**src/rtl/pipe_adder_sched_pkg.sv**
```systemverilog
// Shared types and helpers for the shared pipelined-adder scheduler.
package pipe_adder_sched_pkg;

  localparam int DEF_N      = 4;
  localparam int DEF_DATA_W = 32;
  localparam int DEF_DEPTH  = 8;

  typedef logic [$clog2(DEF_N)-1:0] id_t;

  function automatic int unsigned next_ptr(
    input int unsigned g,
    input int unsigned n
  );
    return (g + 1 >= n) ? 0 : g + 1;
  endfunction

endpackage

```
**src/rtl/pipe_adder_rr_arb.sv**
```systemverilog
// Round-robin grant: first active request at or after ptr, wrapping.
module pipe_adder_rr_arb #(
  parameter int N = 4
) (
  input  logic [N-1:0]         req,
  input  logic [$clog2(N)-1:0] ptr,
  input  logic                 en,
  output logic [N-1:0]         grant,
  output logic [$clog2(N)-1:0] id,
  output logic                 any
);

  localparam int IW = $clog2(N);

  logic [IW-1:0] idx;

  always_comb begin
    grant = '0;
    id    = '0;
    any   = 1'b0;
    idx   = '0;
    for (int k = 0; k < N; k++) begin
      idx = IW'((32'(ptr) + 32'(k)) % N);
      if (en && !any && req[idx]) begin
        any        = 1'b1;
        grant[idx] = 1'b1;
        id         = idx;
      end
    end
  end

endmodule

```
**src/rtl/pipe_adder_sched.sv**
```systemverilog
// Shares one pipelined adder among N requesters; in-order responses
// tagged with the owning requester id.
module pipe_adder_sched
  import pipe_adder_sched_pkg::*;
#(
  parameter int N      = DEF_N,
  parameter int DATA_W = DEF_DATA_W,
  parameter int DEPTH  = DEF_DEPTH
) (
  input  logic                  clk,
  input  logic                  reset,
  input  logic                  flush_i,
  input  logic [N-1:0]          req_valid,
  output logic [N-1:0]          req_ready,
  input  logic [N*DATA_W-1:0]   req_x_0,
  input  logic [N*DATA_W-1:0]   req_x_1,
  output logic                  rsp_valid,
  input  logic                  rsp_ready,
  output logic [$clog2(N)-1:0]  rsp_id,
  output logic [DATA_W-1:0]     rsp_result,
  output logic                  add_req,
  output logic [DATA_W-1:0]     add_x_0,
  output logic [DATA_W-1:0]     add_x_1,
  output logic                  add_stall,
  output logic                  add_flush,
  input  logic [DATA_W-1:0]     add_result,
  input  logic                  add_vld,
  output logic                  err_o
);

  localparam int IW = $clog2(N);
  localparam int AW = (DEPTH > 1) ? $clog2(DEPTH) : 1;
  localparam int CW = $clog2(DEPTH) + 1;

  logic [IW-1:0] ptr;
  logic [IW-1:0] gid;
  logic [N-1:0]  grant;
  logic          any;
  logic          issue_ok;
  logic          empty;
  logic          capture;

  logic [IW-1:0] mem [DEPTH];
  logic [AW-1:0] wr_ptr;
  logic [AW-1:0] rd_ptr;
  logic [CW-1:0] count;

  function automatic logic [AW-1:0] bump(input logic [AW-1:0] p);
    return (p == AW'(DEPTH - 1)) ? '0 : p + 1'b1;
  endfunction

  assign add_stall = rsp_valid & ~rsp_ready;
  assign add_flush = flush_i;
  assign empty     = (count == '0);

  // Full blocks issue even when a pop happens this cycle.
  assign issue_ok = ~reset & ~flush_i & ~add_stall
                  & (count < CW'(DEPTH));

  assign capture = add_vld & ~add_stall & ~flush_i & ~empty;

  pipe_adder_rr_arb #(.N(N)) u_arb (
    .req   (req_valid),
    .ptr   (ptr),
    .en    (issue_ok),
    .grant (grant),
    .id    (gid),
    .any   (any)
  );

  assign req_ready = grant;
  assign add_req   = any;

  always_comb begin
    add_x_0 = '0;
    add_x_1 = '0;
    for (int i = 0; i < N; i++) begin
      if (any && gid == IW'(i)) begin
        add_x_0 = req_x_0[i*DATA_W +: DATA_W];
        add_x_1 = req_x_1[i*DATA_W +: DATA_W];
      end
    end
  end

  always_ff @(posedge clk) begin
    if (any && !flush_i) mem[wr_ptr] <= gid;
  end

  always_ff @(posedge clk or posedge reset) begin
    if (reset) begin
      wr_ptr <= '0;
      rd_ptr <= '0;
      count  <= '0;
    end else if (flush_i) begin
      wr_ptr <= '0;
      rd_ptr <= '0;
      count  <= '0;
    end else begin
      if (any)     wr_ptr <= bump(wr_ptr);
      if (capture) rd_ptr <= bump(rd_ptr);
      count <= count + CW'(any) - CW'(capture);
    end
  end

  always_ff @(posedge clk or posedge reset) begin
    if (reset) begin
      ptr        <= '0;
      rsp_valid  <= 1'b0;
      rsp_id     <= '0;
      rsp_result <= '0;
      err_o      <= 1'b0;
    end else begin
      if (any) ptr <= IW'(next_ptr(32'(gid), N));
      if (add_vld && empty) err_o <= 1'b1;
      if (flush_i) begin
        rsp_valid <= 1'b0;
      end else if (capture) begin
        rsp_valid  <= 1'b1;
        rsp_result <= add_result;
        rsp_id     <= mem[rd_ptr];
      end else if (rsp_valid && rsp_ready) begin
        rsp_valid <= 1'b0;
      end
    end
  end

endmodule
```
**config.mk**
```make
export PLATFORM = sky130hd
export DESIGN_NAME = pipe_adder_sched
export DESIGN_NICKNAME = d
export VERILOG_FILES = /design/src/rtl/pipe_adder_sched_pkg.sv /design/src/rtl/pipe_adder_rr_arb.sv /design/src/rtl/pipe_adder_sched.sv
export SDC_FILE = /design/constraint.sdc
export NUM_CORES = 1
export LEC_CHECK = 0
export ABC_AREA = 1
export CAP_MARGIN = 20
export CORE_AREA = 2 2 159 161
export CTS_CLUSTER_DIAMETER = 120
export DETAILED_ROUTE_END_ITERATION = 7
export DIE_AREA = 0 0 161 163
export PLACE_DENSITY_LB_ADDON = 0.25
export SLEW_MARGIN = 20
export SYNTH_ARGS = -nofsm -noshare
export SYNTH_HDL_FRONTEND = slang
export SYNTH_SLANG_ARGS = --single-unit
```
**constraint.sdc**
```tcl
create_clock -name clk -period 9.85 [get_ports clk]
set_clock_uncertainty 0.15 [all_clocks]
set_input_delay 1.4775 -clock clk [delete_from_list [all_inputs] [get_ports clk]]
set_output_delay 1.4775 -clock clk [all_outputs]
set_load 0.01 [all_outputs]
```
# After elaboration in Yosys (flattened, before gate mapping)
# Memory sizes are Yosys's and may differ from the RTL's. A register that Yosys moved wholly into a read port is not among the register bits.
# Index checks and enable logic that the tools add are counted.
[totals]
word_cells = 123
mem_count = 1
regBits = 46
latchBits = 0
mem_bits_ro = 0
inputBits = 297
ram_bits = 16
output_inout_bits = 107
[memory_table]
columns = ["name", "words", "word_bits", "read_ports", "rd_ports_with_merged_regs", "wr", "line", "text"]
rows = [
  ["mem", 8, 2, 1, 1, 1, "pipe_adder_sched.sv:43", "logic [IW-1:0] mem [DEPTH];"],
]
[op_classes]
n_eq_ne = 5
mul = 0
div = 0
muxes = 49
reduce_logical = 28
add_sub_neg = 8
shifts = 0
n_bitwise = 15
magnitude_cmp = 10
[ops]
columns = ["operator", "n"]
rows = [
  ["two-way mux 32 bit", 8],
  ["two-way mux 4 bit", 5],
  ["logical AND 1 bit", 18],
  ["two-way mux 3 bit", 6],
  ["two-way mux 1 bit", 17],
  ["< comparator 2 x 3 -> 1 bit, second input constant", 4],
  ["bitwise OR 4 bit", 3],
  ["two-way mux 2 bit", 5],
  ["binary-select mux 1 bit (select 2 bit)", 4],
  ["demux 1 bit (select 2 bit)", 4],
  ["greater-or-equal comparator 2 x 1 -> 1 bit, second input constant", 4],
  ["bitwise AND 1 bit", 7],
  ["adder 3 x 1 -> 3 bit, second input constant", 2],
  ["== test 3 bit, second input constant", 2],
  ["inverter 1 bit", 5],
  ["adder 2 bit, second input constant", 2],
  ["adder 4 x 1 -> 4 bit", 1],
  ["== test 2 bit, second input constant", 2],
  ["logical NOT 1 bit", 4],
  ["logical NOT 4 bit", 1],
  ["< comparator 4 bit, second input constant", 1],
  ["nonzero test 2 bit", 2],
  ["subtractor 4 x 1 -> 4 bit", 1],
  ["adder 2 x 1 -> 3 bit, second input constant", 1],
  ["6 further kinds", 6],
]

# Logic depth before layout (Yosys ltp)
# Gate-level depths: netlist of run 1.
[depth]
depth_word = 25
ltp_mapped = 18
ltp_nobuf = 16

# Hierarchy
# Synthesis of run 1 repeated with hierarchy kept, for this count alone.
[unflattened]
hier_cells = 1029
hier_area_um2 = 6060.8
[by_module_without_submodules]
columns = ["mod", "n_inst", "cells_per_inst", "seq_area_each_um2", "area_per_inst_um2"]
rows = [
  ["pipe_adder_sched", 1, 938, 1681.6, 5554.1],
  ["pipe_adder_rr_arb", 1, 91, 0.0, 506.7],
]

# Worst setup path before layout of run 1
# Ideal clock, no wire load.
[synth_path]
path_kind = "input-to-output"
start = "in rsp_ready"
end = "out add_x_0[22]"
path_stages = 15
slack_ns = 4.251
arrival_ns = 3.971
path_cell_list = "nor2_1 > nor2_4 > nand3_2 > nand2_1 > inv_2 > nand3b_1 > o22ai_1 > ha_1 > clkbuf_1 > clkbuf_1 > nand3_1 > nand2_1 > clkinv_1 > nand2_1 > nand2_1"
[synth_via]
elab_chain_cells = 25
[synth_lines]
columns = ["item", "line", "text"]
rows = [
  ["from (decl)", "pipe_adder_sched.sv:18", "input logic rsp_ready,"],
  ["inverter 1 bit *", "pipe_adder_sched.sv:52", "assign add_stall = rsp_valid & ~rsp_ready;"],
  ["bitwise AND 1 bit *", "pipe_adder_sched.sv:52", ""],
  ["inverter 1 bit *", "pipe_adder_sched.sv:57", "assign issue_ok = ~reset & ~flush_i & ~add_stall"],
  ["bitwise AND 1 bit *", "pipe_adder_sched.sv:57", ""],
  ["bitwise AND 1 bit *", "pipe_adder_sched.sv:58", "& (count < CW'(DEPTH));"],
  ["logical AND 1 bit", "pipe_adder_rr_arb.sv:24", "if (en && !any && req[idx]) begin"],
  ["two-way mux 1 bit", "pipe_adder_rr_arb.sv:24", ""],
  ["logical NOT 1 bit", "pipe_adder_rr_arb.sv:24", ""],
  ["(+7 left out)", "-", ""],
  ["logical NOT 1 bit", "pipe_adder_rr_arb.sv:24", ""],
  ["logical AND 1 bit (2 in a row)", "pipe_adder_rr_arb.sv:24", ""],
  ["two-way mux 2 bit *", "pipe_adder_rr_arb.sv:24", ""],
  ["named net gid[1]", "pipe_adder_sched.sv:36", "logic [IW-1:0] gid;"],
  ["logical NOT 2 bit", "pipe_adder_sched.sv:78", "if (any && gid == IW'(i)) begin"],
  ["logical AND 1 bit", "pipe_adder_sched.sv:78", ""],
  ["two-way mux 32 bit (3 in a row)", "pipe_adder_sched.sv:78", ""],
  ["two-way mux 32 bit *", "pipe_adder_sched.sv:78", ""],
  ["to (decl)", "pipe_adder_sched.sv:22", "output logic [DATA_W-1:0] add_x_0,"],
]
# The timed path passes the listed nets; every way through them passes the cells marked *.

# Final worst setup path of run 1
[layout_path]
start = "in flush_i"
end = "out add_x_1[11]"
[layout_via]
elab_chain_cells = 24
[layout_lines]
columns = ["item", "line", "text"]
rows = [
  ["from (decl)", "pipe_adder_sched.sv:12", "input logic flush_i,"],
  ["inverter 1 bit (no source line) *", "-", ""],
  ["bitwise AND 1 bit * (2 in a row)", "pipe_adder_sched.sv:57", ""],
  ["bitwise AND 1 bit *", "pipe_adder_sched.sv:58", ""],
  ["logical AND 1 bit", "pipe_adder_rr_arb.sv:24", ""],
  ["two-way mux 1 bit", "pipe_adder_rr_arb.sv:24", ""],
  ["logical NOT 1 bit", "pipe_adder_rr_arb.sv:24", ""],
  ["logical AND 1 bit (2 in a row)", "pipe_adder_rr_arb.sv:24", ""],
  ["two-way mux 1 bit", "pipe_adder_rr_arb.sv:24", ""],
  ["(+4 left out)", "-", ""],
  ["logical NOT 1 bit", "pipe_adder_rr_arb.sv:24", ""],
  ["logical AND 1 bit (2 in a row)", "pipe_adder_rr_arb.sv:24", ""],
  ["two-way mux 2 bit *", "pipe_adder_rr_arb.sv:24", ""],
  ["named net gid[0]", "pipe_adder_sched.sv:36", ""],
  ["logical NOT 2 bit", "pipe_adder_sched.sv:78", ""],
  ["logical AND 1 bit", "pipe_adder_sched.sv:78", ""],
  ["two-way mux 32 bit (3 in a row)", "pipe_adder_sched.sv:78", ""],
  ["two-way mux 32 bit *", "pipe_adder_sched.sv:78", ""],
  ["to (decl)", "pipe_adder_sched.sv:23", "output logic [DATA_W-1:0] add_x_1,"],
]
# Marks and branches as above.

==> flow_summary.toml, run 1 <==
[floorplanning]
io-pin-count = 404
core_mm2 = 0.0247
start_util = 0.271
fp-row-count = 58
fp.dieW_um = 161
die-area_mm2 = 0.0262
die_h_um = 163

[global_route]
gr-usage-all-layers = 0.206
overflow = 0
grt_antenna_before_repair = 13
grt_pass1_vias = 8031
grt_start_max_net_pins = 107
grt_pass1_wl_um = 42900

[worst_setup_path]
cp_slowest_stage_delay_ps = 880
critical_path_peak_fanout = 65
required_ps = 8220
end_kind = "output port"
reg2reg_slack_ps = 6330
r2r-start = "ptr[0]"
crit_type = "input pin to output port"
cp_slowest_cell = "clkinv_2"
arrival_ps = 6130
startpoint = "flush_i"
start_kind = "input pin"
crit_path_frequent_cell = "nand2_1"
crit_chain = "clkdlybuf4s50_1, nor2_1, nand2_1, nor2_4, nand3_2, nand2_1, inv_2, nand3b_1, nand3_1, nand2_1, inv_1, ha_1, nand2_2, buf_4, clkinv_2, nand2_1, nand2_1, clkdlybuf4s50_1"

[route]
firstDrtPassIters = 5
wl_met2_um = 13700
highest_layer = "met5"
wl_um = 27700
ant_nets = 0
post_drt_wl_per_cell_um = 14.8
routed_via_density = 4.46
drcViolationCount = 0
wl_met3_um = 2170
num_vias = 8357
drtIter0Drc = 506
wl_met1_um = 11000

[cells_and_area]
layout_common_cells = "clkdlybuf4s50_1, nand2_1, nand3_1"
finalNetCount = 1846
fin_area_mm2 = 0.0112
drive_gt1_frac = 0.0384
fin_util = 0.452
fillCellCount = 2571
final_common_cell = "clkdlybuf4s50_1"
syn_to_final_growth_pct = 66.9

[logic_synthesis]
synth_cell_types = 34
ys_warn_count = 0
synthXorXnorAreaFrac = 0.00131
synth_edf_count = 16
synth-simple-area-share = 0.479
synth-seq-cells = 64
yosys-top-cells-area = "nand2_1, nand3_1, dfrtp_1"
async_reset_ff_frac = 0.750
synth_area_per_cell_um2 = 5.63
yosysTopAreaCell = "nand2_1"
synth-main-ff-cell = "dfrtp_1"
synth_fp_nets = 1503
syn_area_mm2 = 0.00669
synth_compound_area_frac = 0.0348
synth.top_cell.area_share = 0.217
syn_inst = 1188
synth_top_family_by_area = "simple AND/OR/NAND/NOR gates"
synth_mux_area_frac = 0.00599
synth_adder_area_share = 0.0348
yosysSeqAreaShare = 0.251

[timing]
rsz0062_at_grt = "false"
min_period_over_period = 0.787
finalSetupViolCount = 0
final_max_slew_viol_count = 0
max_freq_mhz = 129
period_needed_ps = 7750
final_hold_viol_count = 0
tightestPinTransition_ps = 1080
relSlewSlack = 0.281
finalSetupTns_ps = 0

[power_and_ir_drop]
peakVddDrop_mv = 0.151
p_total_w = 0.00289
power-per-cell-area_mw_per_mm2 = 259
power_leakage_nw = 5.75

[clock_tree]
clock-sinks = 64
clockRootBuffer = "clkbuf_16"
htreeDepth = 3
cts_tree = "done"
ctsHoldBuffers = 0
cts-buffers-inserted = 9
ctsLongestPathBuffers = 2
clk_pin_slew_worst_paths_ps = 50
cts_resized = 0
cts_setup_buffers = 0
clock_latency_ps = 330

[placed_design]
buffer_ports.inserted = 403
gp_congestion = 0.888
placed_cell_area_mm2 = 0.0108
dp_hpwl_um = 21200

[hold_path]
min_from = "err_o"
hp-class = "flip-flop to flip-flop"

[status]
status = "complete, no violations"

[run]
cap_viol_max_count = 0
[cell usage after synthesis, types with 10 or more instances]
cell type / number
o21ai_0: 13
a21oi_1: 10
buf_4: 15
ha_1: 17
clkbuf_1: 32
nand2_1: 386
buf_2: 26
nand3_1: 269
nor2_1: 77
inv_1: 215
inv_2: 21
dfrtp_1: 48
edfxtp_1: 16
[final cells by class]
class	count	area [µm²]	share of cell area
repair buffers	411	4090	0.367
multi-input cells	806	3730	0.334
flip-flops and latches	64	1680	0.151
inverters	239	900	0.0806
well taps	330	413	0.0370
clock buffers	9	225	0.0202
clock inverters	7	95.1	0.00852
diodes	9	22.5	0.00202
[metrics by stage]
step           setup WS, ps  hold WS (ps)  cells
3_5_place_dp           2160           314   1850
2_1_floorplan          4250           352   1188
4_1_cts                2140           328   1866
3_3_place_gp           2330           311   1850
6_report               2100           318   1875
5_1_grt                1440           355   1873
[sequential cells by signal (all words and copies together), names as in the netlist]
name and count:
rd_ptr 3, rsp_id 2, rsp_valid 1, rsp_result 32, count 4, mem 16
err_o 1, ptr 2, wr_ptr 3
[layer usage]
metal	vias up	global-route usage
met5	-	0
met4	6	0.0804
met3	44	0.0573
met2	322	0.358
met1	3660	0.240
li1	4325	-
[final timing paths]
check	endpoint	cells after the start
worst max-delay path	add_x_1[11]	18
worst min-delay path	err_o	1
worst max register to register	count[1]	11
worst min register to register	err_o	1
max in group asynchronous	rsp_result[31]	2
min in group asynchronous	ptr[1]	2
[worst max-delay path: cells and delay by family]
kind	cells	cell delay, ps
fa+ha+maj	1	270
buf+inv	6	2760
simple gates	11	1540
[power breakdown]
part	switching [W]	internal (W)	total (W)	leakage, nW
Clock	0.000114	0.000222	0.000336	0.156
Combinational	0.00121	0.000903	0.00212	4.84
Sequential	0.0000598	0.000379	0.000439	0.751
[cells by family after synthesis]
kind of cell | after synthesis
simple gates | 744
buf+inv | 318
flops | 64
compound gates | 39
fa+ha+maj | 18
mux | 4
xor+xnor | 1
(Power assumes the default switching activity.)
==> run 2, diff against run 1 <==
Clock period 9.85 ns to 6.84 ns, I/O delays scaled along.
==> run 2 against run 1 <==
Core utilization rose by 0.21 points. Critical path type unchanged. Sequential power rose by 44%. First-iteration DRC count grew 14%. Cell count about the same. Highest routed layer unchanged.
==> flow_summary.toml, run 2 (same netlist as run 1, synthesis figures left out) <==
[timing]
final_hold_viol_count = 0
rsz0062_at_grt = "false"
min_period_over_period = 0.906
period_needed_ps = 6190
final_max_slew_viol_count = 0
max_freq_mhz = 161
relSlewSlack = 0.422
tightestPinTransition_ps = 866
finalSetupTns_ps = 0
finalSetupViolCount = 0
hold_ws_ps = 326

[hold_path]
hp-class = "flip-flop to flip-flop"

[route]
wl_um = 27900
routed_via_density = 4.48
post_drt_wl_per_cell_um = 14.9
drtIter0Drc = 577
drcViolationCount = 0
ant_nets = 0
firstDrtPassIters = 4
num_vias = 8396

[worst_setup_path]
required_ps = 5660
start_kind = "input pin"
critical_path_peak_fanout = 42
end_kind = "output port"
arrival_ps = 5020
crit_type = "input pin to output port"

[power_and_ir_drop]
power_switching_share = 0.474
switchingPower_w = 0.00197
power_frac_seq = 0.152
power_leakage_nw = 5.77
power.internal_w = 0.00219
p_comb_frac = 0.734
power-per-cell-area_mw_per_mm2 = 371
p_total_w = 0.00416
peakVddDrop_mv = 0.216
clkPwrFrac = 0.114

[cells_and_area]
syn_to_final_growth_pct = 67.7
final_common_cell = "clkdlybuf4s50_1"
largest_reg_flops = 32
largest_register = "rsp_result"
layout_common_cells = "clkdlybuf4s50_1, nand2_1, nand3_1"
drive_gt1_frac = 0.0396
largestRegisters = "rsp_result: 32 flops, mem: 16 flops, count: 4 flops"
finalNetCount = 1850

[clock_tree]
cts_setup_buffers = 0
cts_resized = 0
clock-sinks = 64
htreeDepth = 3
ctsLongestPathBuffers = 2
cts-buffers-inserted = 9
clockRootBuffer = "clkbuf_16"
cts_tree = "done"
clock_latency_ps = 330
ctsHoldBuffers = 0
clk_pin_slew_worst_paths_ps = 50

[placed_design]
buffer_ports.inserted = 403
gp_congestion = 0.929
dp_hpwl_um = 21900

[floorplanning]
core_mm2 = 0.0247
die-area_mm2 = 0.0262
start_util = 0.271
fp-row-count = 58
io-pin-count = 404
fp.dieW_um = 161
die_h_um = 163

[global_route]
grt_start_max_net_pins = 76
grt_antenna_before_repair = 10
overflow = 0
gr-usage-all-layers = 0.204
grt_pass1_wl_um = 42300
grt_pass1_vias = 7958

[run]
cap_viol_max_count = 0

[status]
status = "complete, no violations"
run 2: changes by cell type in the layout (fill, tap and decap cells not counted), sizes merged:
cell / before / now
diode: 9 / 7
clkinv: 7 / 6
buf: 8 / 12
run 2: worst max-delay path, stage by stage:
cell,delay [ps]
clkdlybuf4s50_1,450
nor2_1,110
nand2_1,90
nor2_4,180
nand3_2,190
nand2_1,120
inv_2,60
nand3b_1,190
o22ai_1,280
inv_1,200
ha_2,760
buf_4,410
nand3_1,130
nand3_1,110
nand2_1,80
nand2_1,60
clkdlybuf4s50_1,530
run 2: metrics by stage:
step           worst slack, ps  area (µm²)   util  std cells
5_1_grt                    287       11200  0.454       1873
3_5_place_dp               648       10900  0.441       1854
2_1_floorplan             2140        6690      -       1188
3_3_place_gp               731       10900  0.441       1854
6_report                   645       11200  0.455       1876
4_1_cts                    626       11200  0.454       1869
run 2: worst paths after layout:
check	from	end	slack [ps]	cells past startpoint
setup / recovery	reset	add_x_0[20]	650	17
hold / removal	rsp_result[7]	rsp_result[7]	330	2
setup reg to reg	ptr[0]	mem[4][0]	3530	11
hold reg to reg	rsp_result[7]	rsp_result[7]	330	2
max in group asynchronous	reset	rsp_result[11]	4940	2
min in group asynchronous	reset	count[0]	1070	2
run 2: area by class of cell:
cell class	instances	area, µm²
Fill cell	2582	13500
Timing Repair Buffer	415	4160
Multi-Input combinational cell	806	3730
Sequential cell	64	1680
Inverter	239	898
Tap cell	330	413
Clock buffer	9	225
Clock inverter	6	85.1
Antenna cell	7	17.5
run 2: routing by layer:
| layer | global-route usage | wire (µm) | vias to the layer above |
|---|---|---|---|
| met5 | 0 | 40 | - |
| met4 | 0.0495 | 486 | 6 |
| met3 | 0.0550 | 2280 | 33 |
| met2 | 0.367 | 13900 | 318 |
| met1 | 0.240 | 11200 | 3708 |
| li1 | - | - | 4331 |
run 2: power by group through the flow:
stage | combinational (W) | clock [W] | sequential, W
floorplan | 0.00172 | 0 | 0.000667
global placement | 0.00306 | 0 | 0.000633
detailed placement | 0.00307 | 0 | 0.000638
CTS | 0.00309 | 0.000484 | 0.000633
global route | 0.00339 | 0.000500 | 0.000651
finish | 0.00306 | 0.000474 | 0.000633
==> run 3, diff against run 2 <==
Settings changed: CAP_MARGIN 20 to 25, CTS_BUF_LIST set to sky130_fd_sc_hd__clkbuf_8 sky130_fd_sc_hd__clkbuf_16, GPL_ROUTABILITY_DRIVEN set to 0.
==> run 3 against run 2 <==
Sequential cell count unchanged. Worst setup slack got worse by 26 ps. Hold slack got worse by 0.94 ps. Count of clock-buffer cells in the layout unchanged.
==> flow_summary.toml, run 3 (same netlist as run 1, synthesis figures left out) <==
[status]
status = "complete, no violations"

[clock_tree]
cts-buffers-inserted = 9
clk_pin_slew_worst_paths_ps = 50
htreeDepth = 3
clock_latency_ps = 330
cts_setup_buffers = 0
clockRootBuffer = "clkbuf_16"
ctsLongestPathBuffers = 2
cts_resized = 0
ctsHoldBuffers = 0
clock-sinks = 64
cts_tree = "done"

[cells_and_area]
fin_area_mm2 = 0.0113
largest_reg_flops = 32
layout_common_cells = "clkdlybuf4s50_1, nand2_1, nand3_1"
largest_register = "rsp_result"
fin_util = 0.457
finalNetCount = 1852
drive_gt1_frac = 0.0415
largestRegisters = "rsp_result: 32 flops, mem: 16 flops, count: 4 flops"
final_common_cell = "clkdlybuf4s50_1"
syn_to_final_growth_pct = 68.4

[placed_design]
dp_hpwl_um = 22100
placed_cell_area_mm2 = 0.0109
buffer_ports.inserted = 403

[power_and_ir_drop]
power-per-cell-area_mw_per_mm2 = 372
switchingPower_w = 0.00199
p_comb_frac = 0.731
peakVddDrop_mv = 0.223
power_leakage_nw = 5.79
power_frac_seq = 0.151
power_switching_share = 0.474
clkPwrFrac = 0.118
power.internal_w = 0.00220

[timing]
rsz0062_at_grt = "false"
relSlewSlack = 0.417
finalSetupTns_ps = 0
final_max_slew_viol_count = 0
period_needed_ps = 6220
max_freq_mhz = 161
min_period_over_period = 0.909
tightestPinTransition_ps = 874
finalSetupViolCount = 0
final_hold_viol_count = 0

[route]
drcViolationCount = 0
ant_nets = 0
firstDrtPassIters = 5
num_vias = 8363
drtIter0Drc = 482
routed_via_density = 4.45
wl_um = 28000
post_drt_wl_per_cell_um = 14.9

[global_route]
grt_antenna_before_repair = 10
grt_pass1_wl_um = 42800
grt_start_max_net_pins = 76
grt_pass1_vias = 8133
overflow = 0
gr-usage-all-layers = 0.207

[worst_setup_path]
end_kind = "output port"
reg2reg_slack_ps = 3550
r2r_cells = 11
arrival_ps = 5040
required_ps = 5660
r2r-start = "ptr[0]"
start_kind = "input pin"
crit_type = "input pin to output port"
critical_path_peak_fanout = 55
timing.rr.end = "mem[4][0]"

[floorplanning]
io-pin-count = 404
die-area_mm2 = 0.0262
start_util = 0.271
die_h_um = 163
fp.dieW_um = 161
core_mm2 = 0.0247
fp-row-count = 58

[run]
cap_viol_max_count = 0

[hold_path]
min_from = "rsp_result[7]"
hp-class = "flip-flop to flip-flop"
min_to = "rsp_result[7]"
min_path_cells = 2
-- run 3: cell count changes in the layout (fill, tap and decap cells not counted), sizes merged --
cell,previous run,this run
inv,236,238
buf,12,14
clkinv,6,5
diode,7,6
-- run 3: worst max path at each step --
stage / startpoint / endpoint / cells after the start / slack (ps)
floorplan: rsp_ready / add_x_0[22] / 15 / 2140
global placement: rsp_ready / add_x_0[27] / 17 / 730
detailed placement: rsp_ready / add_x_0[27] / 17 / 680
CTS: rsp_ready / add_x_0[27] / 17 / 660
global route: reset / add_x_0[5] / 17 / 220
finish: rsp_ready / add_x_0[27] / 17 / 620
-- run 3: power groups by stage --
stage	Combinational [W]	Sequential, W	Clock, W
floorplan	0.00172	0.000667	0
global placement	0.00306	0.000633	0
detailed placement	0.00308	0.000639	0
CTS	0.00309	0.000633	0.000508
global route	0.00340	0.000652	0.000525
finish	0.00306	0.000633	0.000496
-- run 3: cell type report --
class	instances	area, µm²
multi-input cells	806	3730
well taps	330	413
repair buffers	417	4200
inverters	239	897
clock inverters	7	103
diodes	6	15.0
fillers	2582	13400
flip-flops and latches	64	1680
clock buffers	9	225
-- run 3: critical path: stages --
cell and delay (ps):
clkdlybuf4s50_1 400, nor2_1 310, nor2_4 120, nand3_2 150
nand2_1 90, inv_2 80, nand3b_1 180, o22ai_1 670
inv_1 210, ha_4 390, buf_12 260, nor2_1 250
nand3_1 120, nand3_1 100, nand2_1 70, nand2_1 60
clkdlybuf4s50_1 530
-- run 3: stage by stage --
step	std cells	hold WS (ps)	setup WS [ps]	power (W)
6_report	1878	325	619	0.00419
4_1_cts	1872	329	660	0.00423
5_1_grt	1875	343	220	0.00458
2_1_floorplan	1188	352	2140	0.00239
3_5_place_dp	1856	314	684	0.00372
3_3_place_gp	1854	311	731	0.00369
-- run 3: per-layer routing --
metal | global-route usage | routed length [µm]
met2 | 0.370 | 14000
met1 | 0.238 | 11100
met5 | 0 | 38
met3 | 0.0637 | 2310
met4 | 0.0588 | 531
